**src/rtl/rail_fault_monitor.sv**
```systemverilog
// Rail fault monitor: snapshots ADC frames, block-averages each channel and raises
// debounced sticky over/under-voltage flags plus a combined interrupt.
module rail_fault_monitor #(
  parameter int unsigned NUMADCS  = 5,
  parameter int unsigned AVG_LOG2 = 2,
  parameter int unsigned DEBOUNCE = 3
) (
  input  logic                    sclk,
  input  logic                    rst,
  input  logic [NUMADCS-1:0][7:0] inData,
  input  logic                    data_ready,
  input  logic [NUMADCS-1:0][7:0] ovThresh,
  input  logic [NUMADCS-1:0][7:0] uvThresh,
  input  logic                    fault_clr,
  output logic [NUMADCS-1:0][7:0] avgData,
  output logic                    avg_valid,
  output logic [NUMADCS-1:0]      ovFault,
  output logic [NUMADCS-1:0]      uvFault,
  output logic                    overrun,
  output logic                    fault_irq
);

  localparam int unsigned CH_W  = (NUMADCS > 1) ? $clog2(NUMADCS) : 1;
  localparam int unsigned ACC_W = 8 + AVG_LOG2;
  localparam int unsigned FC_W  = (AVG_LOG2 > 0) ? AVG_LOG2 : 1;
  localparam int unsigned CNT_W = 4;

  localparam logic [FC_W-1:0]  FRAME_LAST = FC_W'((1 << AVG_LOG2) - 1);
  localparam logic [CH_W-1:0]  CH_LAST    = CH_W'(NUMADCS - 1);
  localparam logic [CNT_W-1:0] DEB_MAX    = CNT_W'(DEBOUNCE);

  typedef enum logic [1:0] {
    S_IDLE = 2'd0,
    S_SCAN = 2'd1,
    S_DONE = 2'd2
  } state_t;

  state_t                  state;
  state_t                  state_nxt;
  logic                    accept;
  logic                    scan_en;
  logic                    done_en;
  logic                    drop;
  logic                    last_frame;
  logic [CH_W-1:0]         ch;
  logic [FC_W-1:0]         frame_cnt;
  logic [NUMADCS-1:0][7:0] snap;

  assign last_frame = (frame_cnt == FRAME_LAST);

  // State register
  always_ff @(posedge sclk) begin
    if (rst) begin
      state <= S_IDLE;
    end else begin
      state <= state_nxt;
    end
  end

  // Next-state logic
  always_comb begin
    state_nxt = state;
    case (state)
      S_IDLE:  if (data_ready) state_nxt = S_SCAN;
      S_SCAN:  if (ch == CH_LAST) state_nxt = S_DONE;
      S_DONE:  state_nxt = S_IDLE;
      default: state_nxt = S_IDLE;
    endcase
  end

  // Control strobes decoded from the current state
  always_comb begin
    accept  = 1'b0;
    scan_en = 1'b0;
    done_en = 1'b0;
    drop    = 1'b0;
    case (state)
      S_IDLE: accept = data_ready;
      S_SCAN: begin
        scan_en = 1'b1;
        drop    = data_ready;
      end
      S_DONE: begin
        done_en = 1'b1;
        drop    = data_ready;
      end
      default: drop = data_ready;
    endcase
  end

  // Snapshot, channel pointer, frame counter and global status
  always_ff @(posedge sclk) begin
    if (rst) begin
      snap      <= '0;
      ch        <= '0;
      frame_cnt <= '0;
      avg_valid <= 1'b0;
      overrun   <= 1'b0;
      fault_irq <= 1'b0;
    end else begin
      if (accept) begin
        snap <= inData;
        ch   <= '0;
      end else if (scan_en && (ch != CH_LAST)) begin
        ch <= ch + CH_W'(1);
      end

      if (done_en) begin
        frame_cnt <= last_frame ? '0 : frame_cnt + FC_W'(1);
      end

      avg_valid <= done_en && last_frame;

      if (drop) begin
        overrun <= 1'b1;
      end else if (fault_clr) begin
        overrun <= 1'b0;
      end

      fault_irq <= (|ovFault) | (|uvFault) | overrun;
    end
  end

  for (genvar i = 0; i < NUMADCS; i++) begin : g_ch
    logic             hit;
    logic             upd;
    logic [ACC_W-1:0] acc;
    logic [ACC_W-1:0] sum;
    logic [7:0]       avg;
    logic [7:0]       avg_q;
    logic [CNT_W-1:0] ov_cnt;
    logic [CNT_W-1:0] uv_cnt;
    logic [CNT_W-1:0] ov_cnt_nxt;
    logic [CNT_W-1:0] uv_cnt_nxt;
    logic             ov_flag;
    logic             uv_flag;

    assign hit = scan_en && (ch == CH_W'(i));
    assign upd = hit && last_frame;
    assign sum = acc + ACC_W'(snap[i]);
    assign avg = 8'(sum >> AVG_LOG2);

    // Consecutive out-of-range counters, saturating at the debounce depth
    always_comb begin
      ov_cnt_nxt = '0;
      uv_cnt_nxt = '0;
      if (avg > ovThresh[i]) begin
        ov_cnt_nxt = (ov_cnt >= DEB_MAX) ? ov_cnt : ov_cnt + CNT_W'(1);
      end
      if (avg < uvThresh[i]) begin
        uv_cnt_nxt = (uv_cnt >= DEB_MAX) ? uv_cnt : uv_cnt + CNT_W'(1);
      end
    end

    always_ff @(posedge sclk) begin
      if (rst) begin
        acc     <= '0;
        avg_q   <= '0;
        ov_cnt  <= '0;
        uv_cnt  <= '0;
        ov_flag <= 1'b0;
        uv_flag <= 1'b0;
      end else begin
        if (hit) begin
          acc <= last_frame ? '0 : sum;
        end

        if (upd) begin
          avg_q  <= avg;
          ov_cnt <= ov_cnt_nxt;
          uv_cnt <= uv_cnt_nxt;
        end else if (fault_clr) begin
          ov_cnt <= '0;
          uv_cnt <= '0;
        end

        // A flag being set outranks a simultaneous clear
        if (upd && (ov_cnt_nxt == DEB_MAX)) begin
          ov_flag <= 1'b1;
        end else if (fault_clr) begin
          ov_flag <= 1'b0;
        end

        if (upd && (uv_cnt_nxt == DEB_MAX)) begin
          uv_flag <= 1'b1;
        end else if (fault_clr) begin
          uv_flag <= 1'b0;
        end
      end
    end

    assign avgData[i] = avg_q;
    assign ovFault[i] = ov_flag;
    assign uvFault[i] = uv_flag;
  end

endmodule

```
**config.mk**
```make
export PLATFORM = sky130hd
export DESIGN_NAME = rail_fault_monitor
export DESIGN_NICKNAME = d
export VERILOG_FILES = /design/src/rtl/rail_fault_monitor.sv
export SDC_FILE = /design/constraint.sdc
export NUM_CORES = 1
export LEC_CHECK = 0
export ABC_AREA = 1
export BUFFER_PORTS_ARGS = -buffer_cell sky130_fd_sc_hd__buf_2
export CAP_MARGIN = 20
export CORE_MARGIN = 1.5
export CORE_UTILIZATION = 50
export DETAILED_ROUTE_END_ITERATION = 8
export PLACE_DENSITY = 0.72
export SETUP_SLACK_MARGIN = 0.15
export SLEW_MARGIN = 20
export SYNTH_ARGS = -nofsm -noshare
export SYNTH_HDL_FRONTEND = slang
export SYNTH_SLANG_ARGS = --single-unit
export TNS_END_PERCENT = 1
```
**constraint.sdc**
```tcl
create_clock -name sclk -period 3.57 [get_ports sclk]
set_input_delay 1.071 -clock sclk [delete_from_list [all_inputs] [get_ports sclk]]
set_output_delay 1.071 -clock sclk [all_outputs]
set_load 0.05 [all_outputs]
```
==> qor.csv, run 1 <==
stage,metric,value,unit
run_status,outcome,"finished, final reports clean",
setup_path,worst-path-buf-inv,3,
placed_design,detailedPlacementHpwl,21100,um
setup_path,critical_path.endpoint,g_ch[1].uv_flag,
setup_path,worstPathMaxFanout,4,
synthesis,ys_async_sr_fraction,0,
global_route,grt_pass1_vias,9840,
placed_design,placed_cell_area,12500,um2
final_layout,flow.area_growth_from_synthesis,14.6,%
sta,drv_slew,0,
clocking,hold_buffers,0,
routing,drt_iter0_drc,660,
sta,max_clock_freq,0.319,GHz
power_and_ir_drop,powerDensity,370,nW/um2
clocking,cts_num_sinks,190,
floorplanning,floorplan.die_area,23900,um2
floorplanning,top_level_ports,177,
synthesis,synth_sequential_area_ratio,0.331,
setup_path,crit_path_cell_trace,ha_1 > inv_1 > fa_1 > inv_1 > nand3_1 > nand2_1 > a21oi_1 > o21ai_1 > xor2_1 > buf_4 > ha_1 > nand2_1 > nor2_1 > a211oi_1 > nand3_1 > nor2_1 > nor2_1 > nor2_1,
placed_design,place_ws,0.453,ns
floorplanning,design.core.area,22600,um2
power_and_ir_drop,vdd_ir_drop_max,0.000278,V
synthesis,synth_cell_types,40,
final_layout,drive_gt1_frac,0.143,
setup_path,critPathSlowestCell,sky130_fd_sc_hd__fa_1,
sta,setup_ws,0.436,ns
power_and_ir_drop,cellLeakagePower,6.86,nW
sta,finalHoldViolCount,0,
final_layout,layout.cells.most_common,sky130_fd_sc_hd__nand2_1,
sta,fin_worst_hold_slack,0.427,ns
synthesis,synth_enable_flop_cells,0,
routing,routedWlPerCell,13.5,um
floorplanning,start_util,0.508,
routing,drt-total-wl,28100,um
setup_path,worst_ep_required_time,3.94,ns
global_route,grt_use_total,0.241,
clocking,tritoncts.num_buffers,17,
sta,skew,0.0170,ns
sta,worstMarginPinSlew,1.05,ns
routing,num_vias,10600,
run,drv_cap,0,
placed_design,place.gp.congestion,0.909,
floorplanning,row_count,55,
sta,setup_tns,0,ns
final_layout,final_cell_area,13200,um2
clocking,cts.path.max_buffers,2,
sta,max-slew-margin-rel,0.299,
routing,drtPass1Iterations,5,
clocking,clockRootBuffer,sky130_fd_sc_hd__clkbuf_16,
setup_path,worstPathArrival,3.50,ns
placed_design,place.detailed.instances,2042,
setup_path,crit_path_start_kind,flip-flop,
final_layout,number_of_inserted_filler_cells_in_the_final_layout,2114,
setup_path,critical_path.reg2reg.startpoint,g_ch[1].acc[0],
setup_path,r2r_end,g_ch[1].uv_flag,
setup_path,cpMostUsedCell,sky130_fd_sc_hd__nor2_1,
sta,finalWorstPathRequiredPeriod,3.13,ns
synthesis,number_of_synthesized_register_bits,190,
clocking,htree_num_levels,4,
clocking,clkSlewWorstSetupHoldPaths,0.08,ns
synthesis,dominantRegCellSynth,sky130_fd_sc_hd__dfxtp_1,
placed_design,port_buffers,176,
final_layout,num-nets-final,2036,
setup_path,r2r_slack,0.44,ns
synthesis,syn-cell-area,11500,um2
clocking,tritoncts,built,
final_layout,stdcell_count,2075,
routing,via_per_inst,5.10,
global_route,global_route_wire_length_before_repair,47100,um
global_route,grt_remaining_overflow,0,
sta,report.final.setup_viol,0,
setup_path,criticalPathCategory,reg2reg,
clocking,clock_latency,0.43,ns
setup_path,critPathLaunch,g_ch[1].acc[0],
sta,tcrit_tclk_final,0.878,
setup_path,slowest_delay,0.40,ns
final_layout,final_cell_mix,"sky130_fd_sc_hd__nand2_1, sky130_fd_sc_hd__inv_1, sky130_fd_sc_hd__nor2_1",
setup_path,kind_of_end_point_of_the_critical_path,flip-flop,
setup_path,crit_family,adder cells,
synthesis,post_synth_inst_count,1622,
global_route,grt_max_degree,89,
global_route,grt_antenna_before_repair,1,
routing,antenna_left,0,
setup_path,critical_path_depth,18,
synthesis,post_syn_area_per_cell,7.08,um2
floorplanning,floorplan.die.height,155,um
synthesis,synthesis.yosys.warnings,0,
synthesis,mappedNetlistNets,1882,
sta,grt_setup_unrepaired,yes,
routing,drc,0,
worst_hold_path,hold_path.class,reg2reg,
setup_path,r2r_cells,18,
floorplanning,chipWidth,155,um
[cells in the mapped netlist, drive strengths merged, types with 3 or more instances]
cell type / instances / area share
xor2: 33 / 0.026
o21a: 4 / 0.0026
or2: 8 / 0.0044
o21ai: 107 / 0.047
fa: 5 / 0.0087
o21bai: 27 / 0.018
nand3: 57 / 0.029
ha: 131 / 0.14
inv: 248 / 0.082
a211oi: 5 / 0.0033
clkbuf: 30 / 0.0098
a31oi: 3 / 0.0016
nand2: 343 / 0.11
nor2: 210 / 0.075
nand4: 34 / 0.019
nand3b: 3 / 0.0020
buf: 21 / 0.012
dfxtp: 190 / 0.33
a21oi: 152 / 0.067
xnor2: 3 / 0.0023
[layer usage]
layer	track usage	part of all wire
met4	0.0453	0.0050
met3	0.0415	0.055
met2	0.411	0.47
met5	0	0.00046
met1	0.323	0.47
[cell type report]
class / instances / area [um2] / area share
repair buffers: 186 / 956 / 0.0727
clock buffers: 20 / 457 / 0.0347
inverters: 248 / 943 / 0.0717
diodes: 1 / 2.50 / 0.000190
multi-input cells: 1133 / 6490 / 0.493
flip-flops and latches: 190 / 3800 / 0.289
clock inverters: 12 / 150 / 0.0114
well taps: 285 / 357 / 0.0271
[tightest hold or removal path, delay by kind of cell, from the launching register on]
family,cells,cell delay [ns]
buffers and inverters,1,0.05
flip-flops,1,0.31
AND/OR/NAND/NOR,1,0.03
[stage by stage]
step | utilization | power, mW
final | 0.583 | 4.87
after global routing | 0.583 | 5.11
after CTS | 0.583 | 4.90
after detailed placement | 0.556 | 2.94
after global placement | 0.556 | 2.92
after floorplan | - | 2.72
[report_power, final]
group | switching (mW) | leakage [nW] | internal [mW]
Combinational | 0.433 | 5.03 | 0.255
Sequential | 0.0374 | 1.54 | 2.17
Clock | 0.880 | 0.292 | 1.09
[state kept, by name, indices dropped and copies added, names as in the netlist, 2 cells and up]
name,flops
g_ch.ov_cnt,20
snap,40
g_ch.uv_flag,5
ch,3
g_ch.avg_q,40
g_ch.ov_flag,5
state,2
g_ch.uv_cnt,20
g_ch.acc,50
frame_cnt,2
[cell families after synthesis]
logic type	count (synthesis)	synth area share
and+or+nand+nor	659	0.243
buffers and inverters	299	0.104
xor gates and xnor gates	36	0.0281
AOI/OAI and AO/OA	302	0.142
adders and majority gates	136	0.152
DFF	190	0.331
[how the worst min path moves through the flow]
stage,from,endpoint,depth (start not counted)
after global placement,g_ch[3].uv_cnt[3],g_ch[3].uv_cnt[3],2
after floorplan,g_ch[3].ov_cnt[3],g_ch[3].ov_cnt[3],2
final,g_ch[3].uv_cnt[3],g_ch[3].uv_cnt[3],2
after detailed placement,g_ch[3].uv_cnt[3],g_ch[3].uv_cnt[3],2
after CTS,g_ch[3].uv_cnt[3],g_ch[3].uv_cnt[3],2
after global routing,g_ch[3].uv_cnt[3],g_ch[3].uv_cnt[3],2
[repair_timing]
| item | in CTS | in global routing |
|---|---|---|
| setup buffers | 0 | 0 |
| setup endpoints to repair | 0 | 3 |
| resized for setup | 0 | 1 |
No activity file was read; power rests on OpenSTA's default activity.
==> inputs of run 2 (changes only) <==
--- a/config.mk
+++ b/config.mk
@@ -5,10 +5,9 @@
 export SDC_FILE = /design/constraint.sdc
 export NUM_CORES = 1
 export LEC_CHECK = 0
-export ABC_AREA = 1
 export BUFFER_PORTS_ARGS = -buffer_cell sky130_fd_sc_hd__buf_2
 export CAP_MARGIN = 20
-export CORE_MARGIN = 1.5
+export CORE_MARGIN = 8
 export CORE_UTILIZATION = 50
 export DETAILED_ROUTE_END_ITERATION = 8
 export PLACE_DENSITY = 0.72
==> constraint.sdc (replaced) <==
create_clock -name sclk -period 3.53 [get_ports sclk]
set_input_delay 1.059 -clock sclk [delete_from_list [all_inputs] [get_ports sclk]]
set_output_delay 1.059 -clock sclk [all_outputs]
set_load 0.05 [all_outputs]
==> run 2 against run 1 <==
- routed wire length up 6.0%
- worst hold slack better by 0.027 ns
- final cell count down 12%
- critical endpoint is now g_ch[0].ov_flag
==> qor.csv, run 2 <==
stage,metric,value,unit,change
routing,drc,0,,unchanged
clocking,cts_num_sinks,190,,unchanged
synthesis,synth_enable_flop_cells,0,,unchanged
setup_path,critPathLaunch,g_ch[0].acc[0],,was g_ch[1].acc[0]
placed_design,place.gp.congestion,0.881,,was 0.909
sta,worstMarginPinSlew,1.04,ns,was 1.05 ns
worst_hold_path,hold_path.class,reg2reg,,unchanged
setup_path,critPathSlowestCell,sky130_fd_sc_hd__or4_1,,was sky130_fd_sc_hd__fa_1
power_and_ir_drop,p_sw_frac,0.280,,was 0.277
sta,report.final.setup_viol,0,,unchanged
final_layout,layout.cells.most_common,sky130_fd_sc_hd__dfxtp_1,,was sky130_fd_sc_hd__nand2_1
global_route,grt_antenna_before_repair,1,,unchanged
routing,drtPass1Iterations,4,,was 5
synthesis,number_of_synthesized_register_bits,190,,unchanged
synthesis,ys_async_sr_fraction,0,,unchanged
floorplanning,top_level_ports,177,,unchanged
setup_path,crit_path_cell_trace,ha_4 > fa_2 > a21o_1 > a221o_1 > o41ai_2 > buf_4 > xnor2_4 > ha_4 > nand4_1 > nor2_1 > nor2_1 > o31ai_2 > or4_1 > a21oi_2,,was ha_1 > inv_1 > fa_1 > inv_1 > nand3_1 > nand2_1 > a21oi_1 > o21ai_1 > xor2_1 > buf_4 > ha_1 > nand2_1 > nor2_1 > a211oi_1 > nand3_1 > nor2_1 > nor2_1 > nor2_1
placed_design,detailedPlacementHpwl,21400,um,was 21100 um
synthesis,synth_sequential_area_ratio,0.343,,was 0.331
clocking,cts.path.max_buffers,2,,unchanged
final_layout,drive_gt1_frac,0.215,,was 0.143
power_and_ir_drop,power.combinational.fraction,0.127,,was 0.141
power_and_ir_drop,clock_power_share,0.400,,was 0.405
routing,routedWlPerCell,16.4,um,was 13.5 um
synthesis,yosys.area.top_type_share,0.343,,was 0.331
synthesis,post_syn_area_per_cell,8.24,um2,was 7.08 um2
setup_path,slowest_delay,0.55,ns,was 0.40 ns
setup_path,worstPathMaxFanout,3,,was 4
global_route,global_route_wire_length_before_repair,47700,um,was 47100 um
setup_path,crit_path_start_kind,flip-flop,,unchanged
final_layout,final_cell_mix,"sky130_fd_sc_hd__dfxtp_1, sky130_fd_sc_hd__buf_2, sky130_fd_sc_hd__nand2_1",,"was sky130_fd_sc_hd__nand2_1, sky130_fd_sc_hd__inv_1, sky130_fd_sc_hd__nor2_1"
routing,drt-total-wl,29800,um,was 28100 um
sta,finalHoldViolCount,0,,unchanged
setup_path,worst_ep_required_time,3.91,ns,was 3.94 ns
clocking,clockRootBuffer,sky130_fd_sc_hd__clkbuf_16,,unchanged
clocking,clkSlewWorstSetupHoldPaths,0.08,ns,about the same
power_and_ir_drop,cellLeakagePower,6.10,nW,was 6.86 nW
final_layout,final_core_util,0.609,,was 0.583
synthesis,synthesis.yosys.warnings,0,,unchanged
synthesis,yosys.area.top_type,sky130_fd_sc_hd__dfxtp_1,,unchanged
setup_path,critical_path.reg2reg.startpoint,g_ch[0].acc[0],,was g_ch[1].acc[0]
floorplanning,chipWidth,165,um,was 155 um
setup_path,worstPathArrival,3.82,ns,was 3.50 ns
clocking,tritoncts.num_buffers,17,,unchanged
synthesis,syn-cell-area,11100,um2,was 11500 um2
run,drv_cap,0,,unchanged
power_and_ir_drop,powerDensity,353,nW/um2,was 370 nW/um2
final_layout,largest_reg_flops,50,,unchanged
final_layout,num-nets-final,1783,,was 2036
routing,num_vias,10200,,was 10600
synthesis,synthTopCellsByArea,"sky130_fd_sc_hd__dfxtp_1, sky130_fd_sc_hd__ha_1, sky130_fd_sc_hd__a21oi_1, sky130_fd_sc_hd__nand2_1, sky130_fd_sc_hd__nor2_1",,"was sky130_fd_sc_hd__dfxtp_1, sky130_fd_sc_hd__ha_1, sky130_fd_sc_hd__nand2_1, sky130_fd_sc_hd__inv_1, sky130_fd_sc_hd__nor2_1"
synthesis,yosys.cell_count.top_type,sky130_fd_sc_hd__dfxtp_1,,was sky130_fd_sc_hd__nand2_1
routing,antenna_left,0,,unchanged
sta,setup_tns,0,ns,unchanged
floorplanning,start_util,0.509,,was 0.508
routing,via_per_inst,5.59,,was 5.10
worst_hold_path,min_path_cells,2,,unchanged
power_and_ir_drop,power.share.sequential,0.472,,was 0.454
global_route,grt_max_degree,98,,was 89
power_and_ir_drop,p_sw,1.31,mW,was 1.35 mW
clocking,hold_buffers,0,,unchanged
placed_design,placed_cell_area,12300,um2,was 12500 um2
synthesis,mappedNetlistNets,1607,,was 1882
final_layout,reg_top3,"g_ch.acc (50), g_ch.avg_q (40), snap (40)",,unchanged
power_and_ir_drop,power,4.69,mW,was 4.87 mW
setup_path,kind_of_end_point_of_the_critical_path,flip-flop,,unchanged
floorplanning,row_count,54,,was 55
sta,tcrit_tclk_final,0.975,,was 0.878
final_layout,final_cell_area,13300,um2,was 13200 um2
clocking,htree_num_levels,4,,unchanged
synthesis,dominantRegCellSynth,sky130_fd_sc_hd__dfxtp_1,,unchanged
final_layout,multi_input_area,6970,um2,was 6490 um2
final_layout,number_of_inserted_filler_cells_in_the_final_layout,1962,,was 2114
sta,skew,0.0113,ns,was 0.0170 ns
sta,grt_setup_unrepaired,yes,,unchanged
synthesis,post_synth_inst_count,1347,,was 1622
global_route,grt_remaining_overflow,0,,unchanged
floorplanning,floorplan.die.height,165,um,was 155 um
sta,finalWorstPathRequiredPeriod,3.44,ns,was 3.13 ns
synthesis,netlist_top_cells_count,"sky130_fd_sc_hd__dfxtp_1, sky130_fd_sc_hd__nand2_1, sky130_fd_sc_hd__a21oi_1",,"was sky130_fd_sc_hd__nand2_1, sky130_fd_sc_hd__inv_1, sky130_fd_sc_hd__nor2_1"
synthesis,synth_cell_types,66,,was 40
sta,drv_slew,0,,unchanged
final_layout,flow.area_growth_from_synthesis,19.7,%,was 14.6%
routing,drt_iter0_drc,637,,was 660
run_status,outcome,"finished, final reports clean",,unchanged
sta,max_clock_freq,0.291,GHz,was 0.319 GHz
clocking,tritoncts,built,,unchanged
placed_design,port_buffers,176,,unchanged
sta,max-slew-margin-rel,0.302,,was 0.299
setup_path,r2r_cells,14,,was 18
global_route,grt_pass1_vias,9926,,was 9840
global_route,grt_use_total,0.214,,was 0.241
setup_path,criticalPathCategory,reg2reg,,unchanged
power_and_ir_drop,intPower,3.38,mW,was 3.52 mW
floorplanning,design.core.area,21800,um2,was 22600 um2
final_layout,regArea,3810,um2,was 3800 um2
clocking,clock_latency,0.44,ns,was 0.43 ns
worst_hold_path,holdCritStartpoint,g_ch[0].avg_q[4],,was g_ch[3].uv_cnt[3]
final_layout,largest_register,g_ch.acc,,unchanged
power_and_ir_drop,vdd_ir_drop_max,0.000319,V,was 0.000278 V
floorplanning,floorplan.die_area,27200,um2,was 23900 um2
run 2: cell types whose count changed in the layout (fill, tap and decap cells not counted), sizes merged, moves of 24 or more:
cell / before / now
buf: 186 / 220
inv: 253 / 100
nand2: 343 / 171
nand3: 57 / 18
nor2: 210 / 100
nor3: 2 / 34
o21ai: 107 / 47
o21bai: 27 / 3
xnor2: 3 / 27
run 2: layout make-up:
cell class,instances,share of cell area
multi-input combinational,1001,0.525
antenna,1,0.000188
clock inverter,14,0.00942
sequential,190,0.287
tap,280,0.0264
timing repair buffer,220,0.0932
inverter,93,0.0263
clock buffer,18,0.0331
run 2: power by group through the flow:
stage | combinational [mW] | clock [mW] | sequential [mW]
6_report | 0.597 | 1.88 | 2.22
5_1_grt | 0.669 | 2.00 | 2.22
4_1_cts | 0.577 | 1.90 | 2.21
3_5_place_dp | 0.568 | 0 | 2.26
3_3_place_gp | 0.555 | 0 | 2.26
2_1_floorplan | 0.363 | 0 | 2.26
run 2: worst paths after layout:
path	slack, ns	to
max	0.09	g_ch[0].ov_flag
min reg2reg	0.45	g_ch[0].avg_q[4]
max reg2reg	0.09	g_ch[0].ov_flag
min	0.45	g_ch[0].avg_q[4]
run 2: what timing repair did:
item,in CTS,in global routing
gates resized for setup,13,52
setup buffers,7,8
setup endpoints to repair,16,42
pin swaps,13,45
run 2: worst max-delay path: cells and delay by family (launching register included):
kind | cells | cell delay (ns)
XOR/XNOR | 1 | 0.14
adder cells (fa/ha/maj) | 3 | 0.75
buffers and inverters | 1 | 0.20
flip-flops | 1 | 0.34
AND/OR/NAND/NOR | 4 | 0.90
AO/OA/AOI/OAI | 5 | 1.08
run 2: per-stage QoR:
step	hold WS [ns]	setup slack [ns]	cells
after floorplan	0.436	0.182	1347
after global routing	0.480	-0.0433	1817
after CTS	0.456	0.0809	1808
after global placement	0.441	0.0629	1769
after detailed placement	0.447	-0.00918	1769
final	0.454	0.0888	1817
run 2: kinds of logic (layout without fill, tap and decap cells):
family / Yosys count / in the layout / synth area share
AOI/OAI and AO/OA: 344 / 344 / 0.198
and+or+nand+nor: 474 / 474 / 0.209
DFF: 190 / 190 / 0.343
muxes: 5 / 5 / 0.00451
other: 0 / 1 / 0
xor gates and xnor gates: 42 / 42 / 0.0331
adders and majority gates: 136 / 136 / 0.157
buffers and inverters: 156 / 345 / 0.0567
run 2: routing by layer:
metal  global-route usage  wire length (um)
met5                    0                 0
met4               0.0639               565
met3               0.0419              1710
met2                0.358             13900
met1                0.273             13600
